`src/rtl/fifo_uart_pkg.sv`:
```
// Shared types and constants for the FIFO-fed UART transmitter.
package fifo_uart_pkg;

  // Transmitter FSM states, in frame order.
  typedef enum logic [2:0] {
    IDLE,
    POP,
    LOAD,
    START,
    DATA,
    PARITY,
    STOP
  } state_t;

  // Bits per frame for the default configuration (start + 8 data + 1 stop).
  localparam int FRAME_BITS = 1 + 8 + 0 + 1;

endpackage

```
`src/rtl/fifo_uart_baud_cnt.sv`:
```
// Bit-period counter: counts 0..CLK_PER_BIT-1 and flags the last cycle of each bit.
module fifo_uart_baud_cnt #(
  parameter int CLK_PER_BIT = 16
) (
  input  logic                           rdClk,
  input  logic                           rst,
  input  logic                           clr,
  output logic [$clog2(CLK_PER_BIT)-1:0] cnt,
  output logic                           bitTick
);

  localparam int CW = $clog2(CLK_PER_BIT);
  localparam logic [CW-1:0] LAST = CW'(CLK_PER_BIT - 1);

  assign bitTick = (cnt == LAST);

  // Free-running within a bit period; held at zero outside the serial states.
  always_ff @(posedge rdClk) begin
    if (rst || clr)   cnt <= '0;
    else if (bitTick) cnt <= '0;
    else              cnt <= cnt + 1'b1;
  end

endmodule

```
`src/rtl/fifo_uart_tx.sv`:
```
// FIFO read-side consumer: pops bytes and serialises them as UART frames.
module fifo_uart_tx
  import fifo_uart_pkg::*;
#(
  parameter int DATA_W      = 8,
  parameter int CLK_PER_BIT = 16,
  parameter int STOP_BITS   = 1,
  parameter int PARITY_EN   = 0,
  parameter int PARITY_ODD  = 0
) (
  input  logic              rdClk,
  input  logic              rst,
  input  logic              txEn,
  input  logic              fifoEmpty,
  input  logic [DATA_W-1:0] dout,
  output logic              rdEn,
  output logic              txd,
  output logic              busy,
  output logic              frameDone
);

  localparam int CW = $clog2(CLK_PER_BIT);
  localparam int BW = $clog2(DATA_W + 1);
  localparam logic [CW-1:0] PRE_LAST  = CW'(CLK_PER_BIT - 2);
  localparam logic [BW-1:0] LAST_DATA = BW'(DATA_W - 1);
  localparam logic [BW-1:0] LAST_STOP = BW'(STOP_BITS - 1);

  if (CLK_PER_BIT < 2) begin : gBadClkPerBit
    $error("fifo_uart_tx: CLK_PER_BIT must be >= 2");
  end
  if (STOP_BITS != 1 && STOP_BITS != 2) begin : gBadStopBits
    $error("fifo_uart_tx: STOP_BITS must be 1 or 2");
  end

  state_t            state, stateNext;
  logic [DATA_W-1:0] shReg, shNext;
  logic [BW-1:0]     bitCnt, bitCntNext;
  logic              parBit;
  logic              txdNext;
  logic [CW-1:0]     baudCnt;
  logic              bitTick;
  logic              baudClr;

  // Baud counter only runs while a bit is on the line.
  assign baudClr = (state == IDLE) || (state == POP) || (state == LOAD);

  fifo_uart_baud_cnt #(.CLK_PER_BIT(CLK_PER_BIT)) uBaud (
    .rdClk   (rdClk),
    .rst     (rst),
    .clr     (baudClr),
    .cnt     (baudCnt),
    .bitTick (bitTick)
  );

  // Next-state, shift register and bit counter; the bit counter is reused for stop bits.
  always_comb begin
    stateNext  = state;
    shNext     = shReg;
    bitCntNext = bitCnt;
    unique case (state)
      IDLE:   if (txEn && !fifoEmpty) stateNext = POP;
      POP:    stateNext = LOAD;
      LOAD: begin
        stateNext = START;
        shNext    = dout;
      end
      START:  if (bitTick) begin
        stateNext  = DATA;
        bitCntNext = '0;
      end
      DATA:   if (bitTick) begin
        shNext = shReg >> 1;
        if (bitCnt == LAST_DATA) begin
          bitCntNext = '0;
          stateNext  = (PARITY_EN != 0) ? PARITY : STOP;
        end else begin
          bitCntNext = bitCnt + 1'b1;
        end
      end
      PARITY: if (bitTick) begin
        stateNext  = STOP;
        bitCntNext = '0;
      end
      STOP:   if (bitTick) begin
        if (bitCnt == LAST_STOP) begin
          stateNext  = IDLE;
          bitCntNext = '0;
        end else begin
          bitCntNext = bitCnt + 1'b1;
        end
      end
      default: stateNext = IDLE;
    endcase
  end

  // Line level for the upcoming cycle, so txd lines up with the registered state.
  always_comb begin
    txdNext = 1'b1;
    case (stateNext)
      START:   txdNext = 1'b0;
      DATA:    txdNext = shNext[0];
      PARITY:  txdNext = parBit;
      default: txdNext = 1'b1;
    endcase
  end

  // FSM state and datapath registers; parity is taken from dout as it is captured.
  always_ff @(posedge rdClk) begin
    if (rst) begin
      state  <= IDLE;
      shReg  <= '0;
      bitCnt <= '0;
      parBit <= 1'b0;
    end else begin
      state  <= stateNext;
      shReg  <= shNext;
      bitCnt <= bitCntNext;
      if (state == LOAD) parBit <= (^dout) ^ 1'(PARITY_ODD);
    end
  end

  // Registered outputs; frameDone is raised one cycle early so it lands on the final stop cycle.
  always_ff @(posedge rdClk) begin
    if (rst) begin
      rdEn      <= 1'b0;
      txd       <= 1'b1;
      busy      <= 1'b0;
      frameDone <= 1'b0;
    end else begin
      rdEn      <= (stateNext == POP);
      txd       <= txdNext;
      busy      <= (stateNext != IDLE);
      frameDone <= (state == STOP) && (bitCnt == LAST_STOP) && (baudCnt == PRE_LAST);
    end
  end

endmodule

```
`config.mk`:
```
export PLATFORM = sky130hd
export DESIGN_NAME = fifo_uart_tx
export DESIGN_NICKNAME = d
export VERILOG_FILES = /design/src/rtl/fifo_uart_pkg.sv /design/src/rtl/fifo_uart_baud_cnt.sv /design/src/rtl/fifo_uart_tx.sv
export SDC_FILE = /design/constraint.sdc
export NUM_CORES = 1
export LEC_CHECK = 0
export BUFFER_PORTS_ARGS = -buffer_cell sky130_fd_sc_hd__buf_2
export CORE_MARGIN = 4
export CORE_UTILIZATION = 49
export DETAILED_ROUTE_END_ITERATION = 12
export GPL_ROUTABILITY_DRIVEN = 0
export PLACE_DENSITY_LB_ADDON = 0.15
export SYNTH_ARGS = -nofsm -noshare
export SYNTH_HDL_FRONTEND = slang
export SYNTH_SLANG_ARGS = --single-unit
```
`constraint.sdc`:
```
create_clock -name rdClk -period 2.1 [get_ports rdClk]
set_clock_uncertainty 0.2 [all_clocks]
set_input_delay 0.105 -clock rdClk [delete_from_list [all_inputs] [get_ports rdClk]]
set_output_delay 0.105 -clock rdClk [all_outputs]
set_load 0.05 [all_outputs]
```
* Word level (Yosys, flattened, before mapping)
Index checks and enable logic that the tools add are counted.
** Word-level totals
- Bits in registers :: 24
** Operators by class
- Add/sub/neg operators :: 2
- Equality and inequality tests :: 16
- Multiplexer cells :: 17
- Reduce and logical (&&, ||, !) cells :: 17
** Operator list (count)
- 3-bit 2-to-1 mux :: 7
- 3-bit one-hot mux with 7 select lines :: 1
- 4-bit 2-to-1 mux :: 5
- 8-bit one-hot mux with 2 select lines :: 1
- 3-bit equality test (second input constant) :: 5
- 4-bit one-hot mux with 3 select lines :: 1
- 3-bit by 2-bit equality test with 1-bit output (second input constant) :: 3
- 4-bit by 1-bit adder with 4-bit output (second input constant) :: 2
- 4-bit equality test (second input constant) :: 2
- 8-bit 2-to-1 mux :: 1
- 8-bit XOR reduction :: 1
- 3-bit by 1-bit equality test with 1-bit output (second input constant) :: 2
- 3-bit nonzero test :: 2
- 4-bit by 3-bit equality test with 1-bit output (second input constant) :: 1
- 4-bit logical NOT :: 1
- 2-bit inequality test (second input constant) :: 2
- 4-bit AND reduction :: 1
- 2-bit OR reduction :: 2
- 1-bit logical AND :: 3
- 3-bit logical NOT :: 1
- 1-bit logical OR :: 3
- 1-bit one-hot mux with 3 select lines :: 1
- 2-bit by 1-bit inequality test with 1-bit output (second input constant) :: 1
- 2-bit AND reduction :: 1
- other kinds (2) :: 2

* Depth between registers and ports, before layout
Gate-level depths: netlist of the first run.
- Depth in word-level cells :: 6
- Gate-level depth with buffers :: 6
- Mapped depth without buffers :: 6

* Hierarchy
From an unflattened synthesis of the first run, not the netlist that was laid out.
** Unflattened totals
- Cells, all modules :: 137
- Area, all modules :: 1213.7 µm²
** By module, submodules not included
- fifo_uart_tx :: instances 1, cells each 121, area an instance 1056.0 µm², sequential area each 400.4 µm²
- fifo_uart_baud_cnt :: instances 1, cells each 16, area an instance 157.7 µm², sequential area each 80.1 µm²

* Least setup slack after synthesis of the first run
Ideal clock, no wire load.
- Path kind :: reg-to-reg
- Start :: reg uBaud.cnt[0]
- End :: reg txd
- Library setup time :: 120 ps
- Data arrival time :: 1634 ps
- Data required time :: 1780 ps
- Slack :: 147 ps
- Stages on the path, launching flop included :: 6
- Buffers on the path :: 0
- Clock period less this slack :: 1953 ps
- Cell sequence :: dfxtp_1 -> ha_1 -> nand3_2 -> o32a_1 -> a221o_1 -> a211o_1
** On the way
- Word-level cells in the longest chain between the ends :: 5
** Ends and longest elaborated chain
- from (decl) :: line fifo_uart_baud_cnt.sv:8 : output logic [$clog2(CLK_PER_BIT)-1:0] cnt,
- from (signal assigned) :: line fifo_uart_baud_cnt.sv:21 : else cnt <= cnt + 1'b1;
- 4-bit equality test (*) :: line fifo_uart_baud_cnt.sv:15 : assign bitTick = (cnt == LAST);
- 3-bit 2-to-1 mux, on equally long branches
- 3-bit one-hot mux with 7 select lines :: line fifo_uart_tx.sv:60 : unique case (state)
- 3-bit equality test or 3-bit by 2-bit equality test with 1-bit output (tied branches) :: line fifo_uart_tx.sv:99 : case (stateNext)
- 1-bit one-hot mux with 3 select lines (*) :: line fifo_uart_tx.sv:99
- to (signal assigned) :: line fifo_uart_tx.sv:131 : txd <= txdNext;
- to (decl) :: line fifo_uart_tx.sv:17 : output logic txd,
Every way passes the cells marked *; elsewhere a longest branch is shown, timed or not. The select of a mux whose other input is x is not followed.
A chain may end at the register's enable or synchronous reset.

* Worst setup path in the final report of the first run
- Start :: reg bitCnt[0]
- End :: reg bitCnt[3]
** On the way
- Word-level cells in the longest chain between the ends :: 4
** Ends and longest elaborated chain
- from (decl) :: line fifo_uart_tx.sv:37 : logic [BW-1:0] bitCnt, bitCntNext;
- from (signal assigned) :: line fifo_uart_tx.sv:117 : bitCnt <= bitCntNext;
- 4-bit by 1-bit adder with 4-bit output (tied with other cells) :: line fifo_uart_tx.sv:77, fifo_uart_tx.sv:89
- 4-bit 2-to-1 mux, on equally long branches :: line fifo_uart_tx.sv:85, fifo_uart_tx.sv:73
- 4-bit 2-to-1 mux, on equally long branches :: line fifo_uart_tx.sv:84, fifo_uart_tx.sv:71
- 4-bit one-hot mux with 3 select lines (*) :: line fifo_uart_tx.sv:60
Marks and branches as above.

==> flow_summary.toml, run 1 <==
[status]
run_status = "finished, final reports clean"

[power]
vdd.ir_drop.worst_uv = 731
power.static_leakage_nw = 0.610
total_power_mw = 1.04
cellPowerDensity_mw_per_mm2 = 636

[clock_network]
count_of_clock_tree_sinks = 24
clock_path_buffers = 2
tritoncts = "built"
cts_setup_buffers = 0
worstSkewPairLatency_ns = 0.33
clkTransAtPathRegs_ns = 0.14
cts-htree-levels = 1
cts-root-buf = "sky130_fd_sc_hd__clkbuf_4"
cts_buffers = 3

[grt]
grtUsageTotal_pct = 18.6
antenna_found_initial = 0
first_global_vias = 1210
globalRouteOverflowTotal = 0
grt_first_pass_wirelength_um = 5030
grt_max_degree = 24

[floorplan]
fp.coreArea_sq_mm = 0.00252
design.portCount = 16
row_count = 18
die-height_um = 60.0
fp.dieW_um = 60.0
die-area_sq_mm = 0.00360
initial_util_pct = 52.5

[layout]
area_growth_syn_to_layout_pct = 23.2
fin_util_pct = 64.6
layout.cell_area.non_filler_sq_mm = 0.00163
antenna_cells_inserted = 0
post_route_cells_drive_above_1_share_pct = 22.2
final_net_count = 202

[timing]
final-max-slew-violation-count = 0
grt_setup_unrepaired = "false"
max_freq_ghz = 0.495
fin_crit_sh_pct = 96.2
tightest_slew_ns = 0.431
postLayoutSetupSlackWorst_ns = 0.0805
timing.max_slew.rel_slack_pct = 71.2
finalHoldViolCount = 0
report.final.setup_viol = 0
timing.final.crit_period_ns = 2.02
fin_setup_tns_ns = 0

[routing]
drt-wirelength-per-cell_um = 14.1
drt_first_pass_iters = 4
dr_total_vias = 1221
vias_per_cell = 5.68
wirelength_um = 3020
antenna_left = 0
route.detailed.drc = 0
first_iter_violations = 43

[critical_path]
worstPathCellList = "ha_1 -> and4b_1 -> o32a_1 -> or4_1 -> a31oi_1"
slowest_stage = "sky130_fd_sc_hd__or4_1"
endpoint_kind_of_the_worst_setup_timing_path = "register"
worstSetupStartpointType = "register"
critPathMaxFanout = 6
critPathLaunch = "bitCnt[0]"
worstSetupPathType = "register to register"
worst_ep_arrival_time_ns = 2.10
cp_slowest_stage_delay_ns = 0.47
crit-reg2reg-launch = "bitCnt[0]"
cp_data_required_time_ns = 2.18

[logic_synthesis]
syn_inst = 154
synth_area_leader_cell = "sky130_fd_sc_hd__dfxtp_1"
yosys_register_bits = 24
net_count_after_synthesis = 170
synth_ff_type = "sky130_fd_sc_hd__dfxtp_1"
post_synth_instance_area_sq_mm = 0.00132
synth-edff-count = 0
synth.area.top_cells = "sky130_fd_sc_hd__dfxtp_1 36%, sky130_fd_sc_hd__a21oi_1 5.3%, sky130_fd_sc_hd__xnor2_1 5.3%"
synth_sequential_area_ratio_pct = 36.3
synth.distinct_cells = 49
ys.warnings.count = 0
synth_area_per_cell_sq_um = 8.60
ffs_w_async_s_r_synth_pct = 0
synth_top_area_share_pct = 36.3

[worst_hold_path]
hp-class = "primary input to register"
timing.hold.worst.start = "dout[0]"

[placed_design]
port-buffer-count = 15
dp_worst_setup_slack_ns = 0.0597
placedInstanceArea_sq_mm = 0.00147
detailedPlacementHpwl_um = 2090

[job]
drv_cap = 0
[power breakdown]
| part | total (mW) | switching [mW] | internal, mW |
|---|---|---|---|
| registers | 0.500 | 0.0226 | 0.477 |
| clock network | 0.351 | 0.158 | 0.193 |
| logic | 0.186 | 0.0939 | 0.0921 |
[what timing repair did]
action	in CTS	in global routing
setup endpoints to repair	0	5
resized for setup	0	6
hold buffers	10	0
endpoints found under the hold margin	11	0
[worst max-delay path, delay by kind of cell (launching register included)]
kind | cells | cell delay, ns
AO/OA/AOI/OAI | 2 | 0.45
AND/OR/NAND/NOR | 2 | 0.68
adder cells (fa/ha/maj) | 1 | 0.26
flip-flops | 1 | 0.37
[cell usage after synthesis, types with 4 or more instances]
| master | instances |
|---|---|
| sky130_fd_sc_hd__dfxtp_1 | 24 |
| sky130_fd_sc_hd__a21oi_1 | 14 |
| sky130_fd_sc_hd__nand2_1 | 13 |
| sky130_fd_sc_hd__nor2_1 | 11 |
| sky130_fd_sc_hd__xnor2_1 | 8 |
| sky130_fd_sc_hd__a22oi_1 | 7 |
| sky130_fd_sc_hd__clkbuf_1 | 6 |
| sky130_fd_sc_hd__inv_1 | 5 |
| sky130_fd_sc_hd__nor3_1 | 5 |
| sky130_fd_sc_hd__ha_1 | 4 |
| sky130_fd_sc_hd__o21ai_0 | 4 |
[per-layer routing]
metal | wire, um | up-vias | GRT usage [%]
met5 | 0 | - | 0
met1 | 1330 | 573 | 21.5
li1 | - | 624 | -
met2 | 1570 | 15 | 32.7
met4 | 50 | 0 | 6.01
met3 | 75 | 9 | 5.18
[logic make-up (layout without fill, tap and decap cells)]
group	count (synthesis)	in the layout	synth area share [%]
flip-flops	24	24	36.3
AND/OR/NAND/NOR	57	57	24.8
XOR/XNOR	9	9	5.95
AO/OA/AOI/OAI	43	43	22.0
buffers and inverters	16	47	6.33
adder cells (fa/ha/maj)	5	5	4.63
[cells in the final DEF (no fill, tap or decap), types with 2 or more instances in the layout]
cell type                       netlist  final
sky130_fd_sc_hd__inv_1                5      5
sky130_fd_sc_hd__nor2_1              11     11
sky130_fd_sc_hd__nor3_1               5      5
sky130_fd_sc_hd__xnor2_1              8      8
sky130_fd_sc_hd__and3b_1              2      2
sky130_fd_sc_hd__nand3_1              3      3
sky130_fd_sc_hd__a22oi_1              7      7
sky130_fd_sc_hd__buf_4                2     13
sky130_fd_sc_hd__buf_2                1     15
sky130_fd_sc_hd__nor2b_1              2      2
sky130_fd_sc_hd__dlygate4sd3_1        0     10
sky130_fd_sc_hd__a21oi_1             14     14
sky130_fd_sc_hd__or3_1                2      2
sky130_fd_sc_hd__clkbuf_4             0      3
sky130_fd_sc_hd__ha_1                 4      3
sky130_fd_sc_hd__nand2_1             13     13
sky130_fd_sc_hd__nand3b_1             2      2
sky130_fd_sc_hd__a31oi_1              3      3
sky130_fd_sc_hd__dfxtp_1             24     19
sky130_fd_sc_hd__a2111oi_0            2      2
sky130_fd_sc_hd__o32a_1               2      2
sky130_fd_sc_hd__nor3b_1              2      2
sky130_fd_sc_hd__dfxtp_2              0      5
sky130_fd_sc_hd__nand2b_1             3      3
sky130_fd_sc_hd__o21ai_0              4      4
[registers in the layout, indices dropped and copies added, names as in the netlist]
register and flops:
state 3, uBaud.cnt 4, bitCnt 4, frameDone 1, shReg 8, txd 1, rdEn 1, parBit 1
busy 1
[stage by stage]
step,hold WS [ns],cells
after floorplan,0.0477,154
after global placement,0.169,201
after detailed placement,0.180,201
after CTS,0.0331,215
after global routing,0.0620,215
final,0.0378,215
[worst paths after layout]
check,slack (ns),end,cells past startpoint
max,0.08,bitCnt[3],5
min,0.04,txd,4
max reg2reg,0.08,bitCnt[3],5
min reg2reg,0.25,uBaud.cnt[0],1
[layout make-up]
cell class,instances,area [sq um]
Multi-Input combinational cell,114,762
Tap cell,30,37.5
Inverter,5,18.8
Fill cell,229,892
Clock buffer,3,22.5
Clock inverter,1,30.0
Timing Repair Buffer,38,273
Sequential cell,24,487
Power figures use the tool's default switching activity.
==> run 2, diff against run 1 <==
--- a/config.mk
+++ b/config.mk
@@ -11,6 +11,7 @@
 export DETAILED_ROUTE_END_ITERATION = 12
 export GPL_ROUTABILITY_DRIVEN = 0
 export PLACE_DENSITY_LB_ADDON = 0.15
+export SETUP_SLACK_MARGIN = 0.1
 export SYNTH_ARGS = -nofsm -noshare
 export SYNTH_HDL_FRONTEND = slang
 export SYNTH_SLANG_ARGS = --single-unit
==> run 2 against run 1 <==
  * Final cell count up 1.4%
  * Critical path type unchanged
  * Highest routed layer unchanged
  * Via count rose by 2.9%
  * Clock power hardly changed
==> flow_summary.toml, run 2 (synthesized netlist as in run 1, its figures left out) <==
[critical_path]
critPathMaxFanout = 6
cp_slowest_stage_delay_ns = 0.47
cp_data_required_time_ns = 2.18
critPathTopFamily = "simple AND/OR/NAND/NOR gates"
worstPathBufferInverterCount = 0
worstSetupStartpointType = "register"
worstSetupPathDepth = 5
worst_ep_arrival_time_ns = 2.03
endpoint_kind_of_the_worst_setup_timing_path = "register"
slowest_stage = "sky130_fd_sc_hd__or4_1"
worstRegToRegCells = 5
worstPathCellList = "ha_2 -> and4b_1 -> o32a_1 -> or4_1 -> a31oi_1"
worstSetupPathType = "register to register"

[status]
run_status = "finished, final reports clean"

[routing]
wirelength_um = 3110
antenna_left = 0
vias_per_cell = 5.77
dr_total_vias = 1257
first_iter_violations = 49
drt-wirelength-per-cell_um = 14.3
route.detailed.drc = 0
drt_first_pass_iters = 5

[layout]
antenna_cells_inserted = 0
area_of_the_multi_input_gates_sq_um = 779
fin_util_pct = 66.3
post_route_cells_drive_above_1_share_pct = 26.1
flip_flop_count_of_the_largest_register_all_copies_and_words_added = 8
layout_top_registers = "shReg (8), bitCnt (4), uBaud.cnt (4)"
final_cell_mix = "17 x sky130_fd_sc_hd__dfxtp_1, 16 x sky130_fd_sc_hd__buf_4, 15 x sky130_fd_sc_hd__buf_2"
layout.cells.most_common = "sky130_fd_sc_hd__dfxtp_1"
filler_cell_count = 225
max_flop_register = "shReg"
area_growth_syn_to_layout_pct = 26.4
final_net_count = 205
sequential_cell_area_sq_um = 489

[timing]
tightest_slew_ns = 0.444
max_freq_ghz = 0.511
finalHoldViolCount = 0
grt_setup_unrepaired = "true"
report.final.setup_viol = 0
timing.max_slew.rel_slack_pct = 70.4
final-max-slew-violation-count = 0
timing.final.crit_period_ns = 1.96
fin_hold_ws_ns = 0.0384
fin_setup_tns_ns = 0
fin_crit_sh_pct = 93.1

[clock_network]
cts_buffers = 3
count_of_clock_tree_sinks = 24
clock_path_buffers = 2
clkTransAtPathRegs_ns = 0.14
tritoncts = "built"
cts-htree-levels = 1
worstSkewPairLatency_ns = 0.33
cts-root-buf = "sky130_fd_sc_hd__clkbuf_4"

[floorplan]
die-area_sq_mm = 0.00360
die-height_um = 60.0
fp.coreArea_sq_mm = 0.00252
fp.dieW_um = 60.0
row_count = 18
design.portCount = 16
initial_util_pct = 52.5

[grt]
grt.busiest_layer = "met2"
globalRouteOverflowTotal = 0
grt.met2_usage_pct = 33.8
grt_max_degree = 24
grt_util_met1_pct = 21.7
grt_first_pass_wirelength_um = 5100
antenna_found_initial = 0
use_met3_pct = 5.18
grtUsageTotal_pct = 18.9
first_global_vias = 1216

[power]
power.static_leakage_nw = 0.626
total_power_mw = 1.03
cellPowerDensity_mw_per_mm2 = 618
vdd.ir_drop.worst_uv = 763

[worst_hold_path]
hp-class = "primary input to register"
whs_path_depth = 4

[placed_design]
detailedPlacementHpwl_um = 2090
port-buffer-count = 15

[job]
drv_cap = 0
run 2: cell types whose count changed in the layout (fill, tap and decap cells not counted):
cell                      delta
sky130_fd_sc_hd__buf_4       +3
sky130_fd_sc_hd__dfxtp_1     -2
sky130_fd_sc_hd__dfxtp_2     +2
sky130_fd_sc_hd__ha_1        -2
sky130_fd_sc_hd__ha_2        +2
sky130_fd_sc_hd__nand3_2     -1
sky130_fd_sc_hd__nand3_4     +1
sky130_fd_sc_hd__o31ai_1     -1
sky130_fd_sc_hd__o31ai_2     +1
run 2: repair_timing:
item,4_1_cts,5_1_grt
gates resized for setup,7,5
buffers inserted,1,2
pin swaps,0,2
hold endpoints to repair,11,0
hold buffers,10,0
setup endpoints to repair,3,4
run 2: cell type report:
type | instances | share of cell area, %
flip-flops and latches | 24 | 29.2
repair buffers | 41 | 17.7
clock inverters | 1 | 1.80
clock buffers | 3 | 1.35
inverters | 5 | 1.12
well taps | 30 | 2.24
multi-input cells | 114 | 46.6
run 2: metal layers:
| metal | vias up | share of wire (%) |
|---|---|---|
| met1 | 598 | 43 |
| met5 | - | 0 |
| li1 | 626 | - |
| met3 | 7 | 3.6 |
| met2 | 26 | 52 |
| met4 | 0 | 1.3 |
run 2: tightest hold or removal path: stages:
cell and delay [ns]:
sky130_fd_sc_hd__buf_2 0.10, sky130_fd_sc_hd__and2_1 0.12, sky130_fd_sc_hd__a221o_1 0.12, sky130_fd_sc_hd__a211o_1 0.11
run 2: stage by stage:
stage | cell area (sq um) | setup slack (ns) | std cells
2_1_floorplan | 1320 | 0.147 | 154
3_3_place_gp | 1470 | 0.110 | 201
3_5_place_dp | 1470 | 0.0597 | 201
4_1_cts | 1640 | 0.104 | 216
5_1_grt | 1670 | 0.0844 | 218
6_report | 1670 | 0.144 | 218
run 2: report_power, final:
group / leakage (nW) / internal (mW) / total, mW / switching (mW)
combinational: 0.399 / 0.0924 / 0.187 / 0.0945
sequential: 0.198 / 0.477 / 0.500 / 0.0223
clock: 0.0279 / 0.193 / 0.348 / 0.155
total: 0.626 / 0.763 / 1.03 / 0.271
run 2: worst paths after layout:
kind	start	to	slack [ns]
hold / removal	dout[0]	txd	0.04
setup reg to reg	bitCnt[0]	bitCnt[3]	0.14
hold reg to reg	shReg[2]	shReg[2]	0.27
setup / recovery	bitCnt[0]	bitCnt[3]	0.14
==> run 3, diff against run 2 <==
--- a/config.mk
+++ b/config.mk
@@ -7,7 +7,8 @@
 export LEC_CHECK = 0
 export BUFFER_PORTS_ARGS = -buffer_cell sky130_fd_sc_hd__buf_2
 export CORE_MARGIN = 4
-export CORE_UTILIZATION = 49
+export CORE_UTILIZATION = 53
+export CTS_BUF_LIST = sky130_fd_sc_hd__clkbuf_8
 export DETAILED_ROUTE_END_ITERATION = 12
 export GPL_ROUTABILITY_DRIVEN = 0
 export PLACE_DENSITY_LB_ADDON = 0.15
==> constraint.sdc (replaced) <==
create_clock -name rdClk -period 2.1 [get_ports rdClk]
set_clock_uncertainty 0.2 [all_clocks]
set_input_delay 0.105 -clock rdClk [delete_from_list [all_inputs] [get_ports rdClk]]
set_output_delay 0.105 -clock rdClk [all_outputs]
set_load 0.01 [all_outputs]
==> run 3 against run 2 <==
  * The run now ends with hold timing left
  * Routed wire length fell by 3.6%
  * Clock power shrank 22%
  * Count of clock-buffer cells in the layout is the same
  * Critical endpoint unchanged
  * Largest cell class unchanged
==> flow_summary.toml, run 3 (synthesized netlist as in run 1, its figures left out) <==
[status]
run_status = "finished with violations"
failed_checks = "hold timing"

[placed_design]
detailedPlacementHpwl_um = 2100
dp_worst_setup_slack_ns = 0.0325
port-buffer-count = 15

[floorplan]
row_count = 17
fp.dieW_um = 58.0
die-height_um = 58.0
initial_util_pct = 57.6
design.portCount = 16
die-area_sq_mm = 0.00336
fp.coreArea_sq_mm = 0.00230

[power]
cellPowerDensity_mw_per_mm2 = 573
vdd.ir_drop.worst_uv = 476
power.static_leakage_nw = 0.597

[timing]
fin_hold_ws_ns = -0.00676
fin_crit_sh_pct = 93.3
postLayoutSetupSlackWorst_ns = 0.141
final-max-slew-violation-count = 0
report.final.setup_viol = 0
fin_setup_tns_ns = 0
grt_setup_unrepaired = "false"
tightest_slew_ns = 0.418
timing.final.crit_period_ns = 1.96
max_freq_ghz = 0.510
timing.max_slew.rel_slack_pct = 72.2
finalHoldViolCount = 1

[clock_network]
cts-root-buf = "sky130_fd_sc_hd__clkbuf_8"
clkTransAtPathRegs_ns = 0.08
tritoncts = "built"
cts_buffers = 3
cts-htree-levels = 1
worstSkewPairLatency_ns = 0.26
count_of_clock_tree_sinks = 24
clock_path_buffers = 2

[layout]
layout_top_registers = "shReg (8), bitCnt (4), uBaud.cnt (4)"
layout.cells.most_common = "sky130_fd_sc_hd__dfxtp_1"
post_route_cells_drive_above_1_share_pct = 25.1
area_growth_syn_to_layout_pct = 23.3
final_cell_mix = "18 x sky130_fd_sc_hd__dfxtp_1, 15 x sky130_fd_sc_hd__buf_2, 15 x sky130_fd_sc_hd__buf_4"
antenna_cells_inserted = 0
final_net_count = 201
max_flop_register = "shReg"
flip_flop_count_of_the_largest_register_all_copies_and_words_added = 8

[critical_path]
worstSetupPathType = "register to register"
worstSetupStartpointType = "register"
endpoint_kind_of_the_worst_setup_timing_path = "register"
worst_ep_arrival_time_ns = 1.95
worstPathBufferInverterCount = 0
slowest_stage = "sky130_fd_sc_hd__or4_1"
worstPathCellList = "ha_2 -> and4b_1 -> o32a_1 -> or4_1 -> a31oi_1"
critPathTopFamily = "simple AND/OR/NAND/NOR gates"
cp_data_required_time_ns = 2.09
cp_slowest_stage_delay_ns = 0.48
critPathMaxFanout = 3

[job]
drv_cap = 0

[grt]
antenna_found_initial = 0
grt_max_degree = 24
globalRouteOverflowTotal = 0
grt_first_pass_wirelength_um = 5120
first_global_vias = 1171
grtUsageTotal_pct = 19.2

[routing]
antenna_left = 0
first_iter_violations = 43
drt-wirelength-per-cell_um = 14.2
vias_per_cell = 5.77
drt_first_pass_iters = 4
route.detailed.drc = 0
wirelength_um = 3000
dr_total_vias = 1217

[worst_hold_path]
hp-class = "primary input to register"
-- run 3: path summary, 6_finish.rpt --
path	from	endpoint	slack [ns]	cells past startpoint
setup / recovery	bitCnt[0]	bitCnt[3]	0.14	5
hold / removal	dout[5]	shReg[5]	-0.007	3
hold reg to reg	shReg[3]	shReg[3]	0.26	2
setup reg to reg	bitCnt[0]	bitCnt[3]	0.14	5
-- run 3: stage by stage --
stage          total power, mW  instance area, sq um  util (%)  hold slack, ns  std cells
6_report                 0.935                  1630      71.0        -0.00676        211
2_1_floorplan            0.613                  1320         -          0.0477        154
3_5_place_dp             0.662                  1470      64.2           0.177        200
5_1_grt                  0.985                  1630      71.0          0.0293        211
3_3_place_gp             0.657                  1470      64.2           0.170        200
4_1_cts                  0.942                  1590      69.2         0.00332        210
-- run 3: layout make-up --
type / count / area [sq um]
inverters: 5 / 18.8
clock buffers: 3 / 41.3
flip-flops and latches: 24 / 488
multi-input cells: 114 / 791
repair buffers: 37 / 258
fillers: 181 / 666
well taps: 28 / 35.0
-- run 3: repair_timing --
| action | 4_1_cts | 5_1_grt |
|---|---|---|
| pin swaps | 2 | 0 |
| buffers inserted | 0 | 1 |
| hold endpoints to repair | 7 | 0 |
| hold buffers | 7 | 0 |
| resized for setup | 3 | 10 |
| endpoints found under the setup margin | 2 | 6 |
-- run 3: report_power, final --
part           switching, mW  leakage [nW]  internal, mW  total [mW]
sequential            0.0250         0.198         0.477       0.502
combinational         0.0772         0.377        0.0859       0.163
clock                  0.142        0.0216         0.128       0.270
total                  0.244         0.597         0.691       0.935
-- run 3: routing by layer --
layer  GRT usage (%)  vias up  wire length (um)
met5               0        -                 0
met4            8.28        0                59
met3            3.34        6               126
met2            33.1       32              1470
met1            23.3      565              1340
li1                -      614                 -
-- run 3: worst register-to-register path: stages, from the launching register on --
cell	delay, ns
sky130_fd_sc_hd__dfxtp_2	0.33
sky130_fd_sc_hd__ha_2	0.20
sky130_fd_sc_hd__and4b_1	0.19
sky130_fd_sc_hd__o32a_1	0.34
sky130_fd_sc_hd__or4_1	0.48
sky130_fd_sc_hd__a31oi_1	0.14
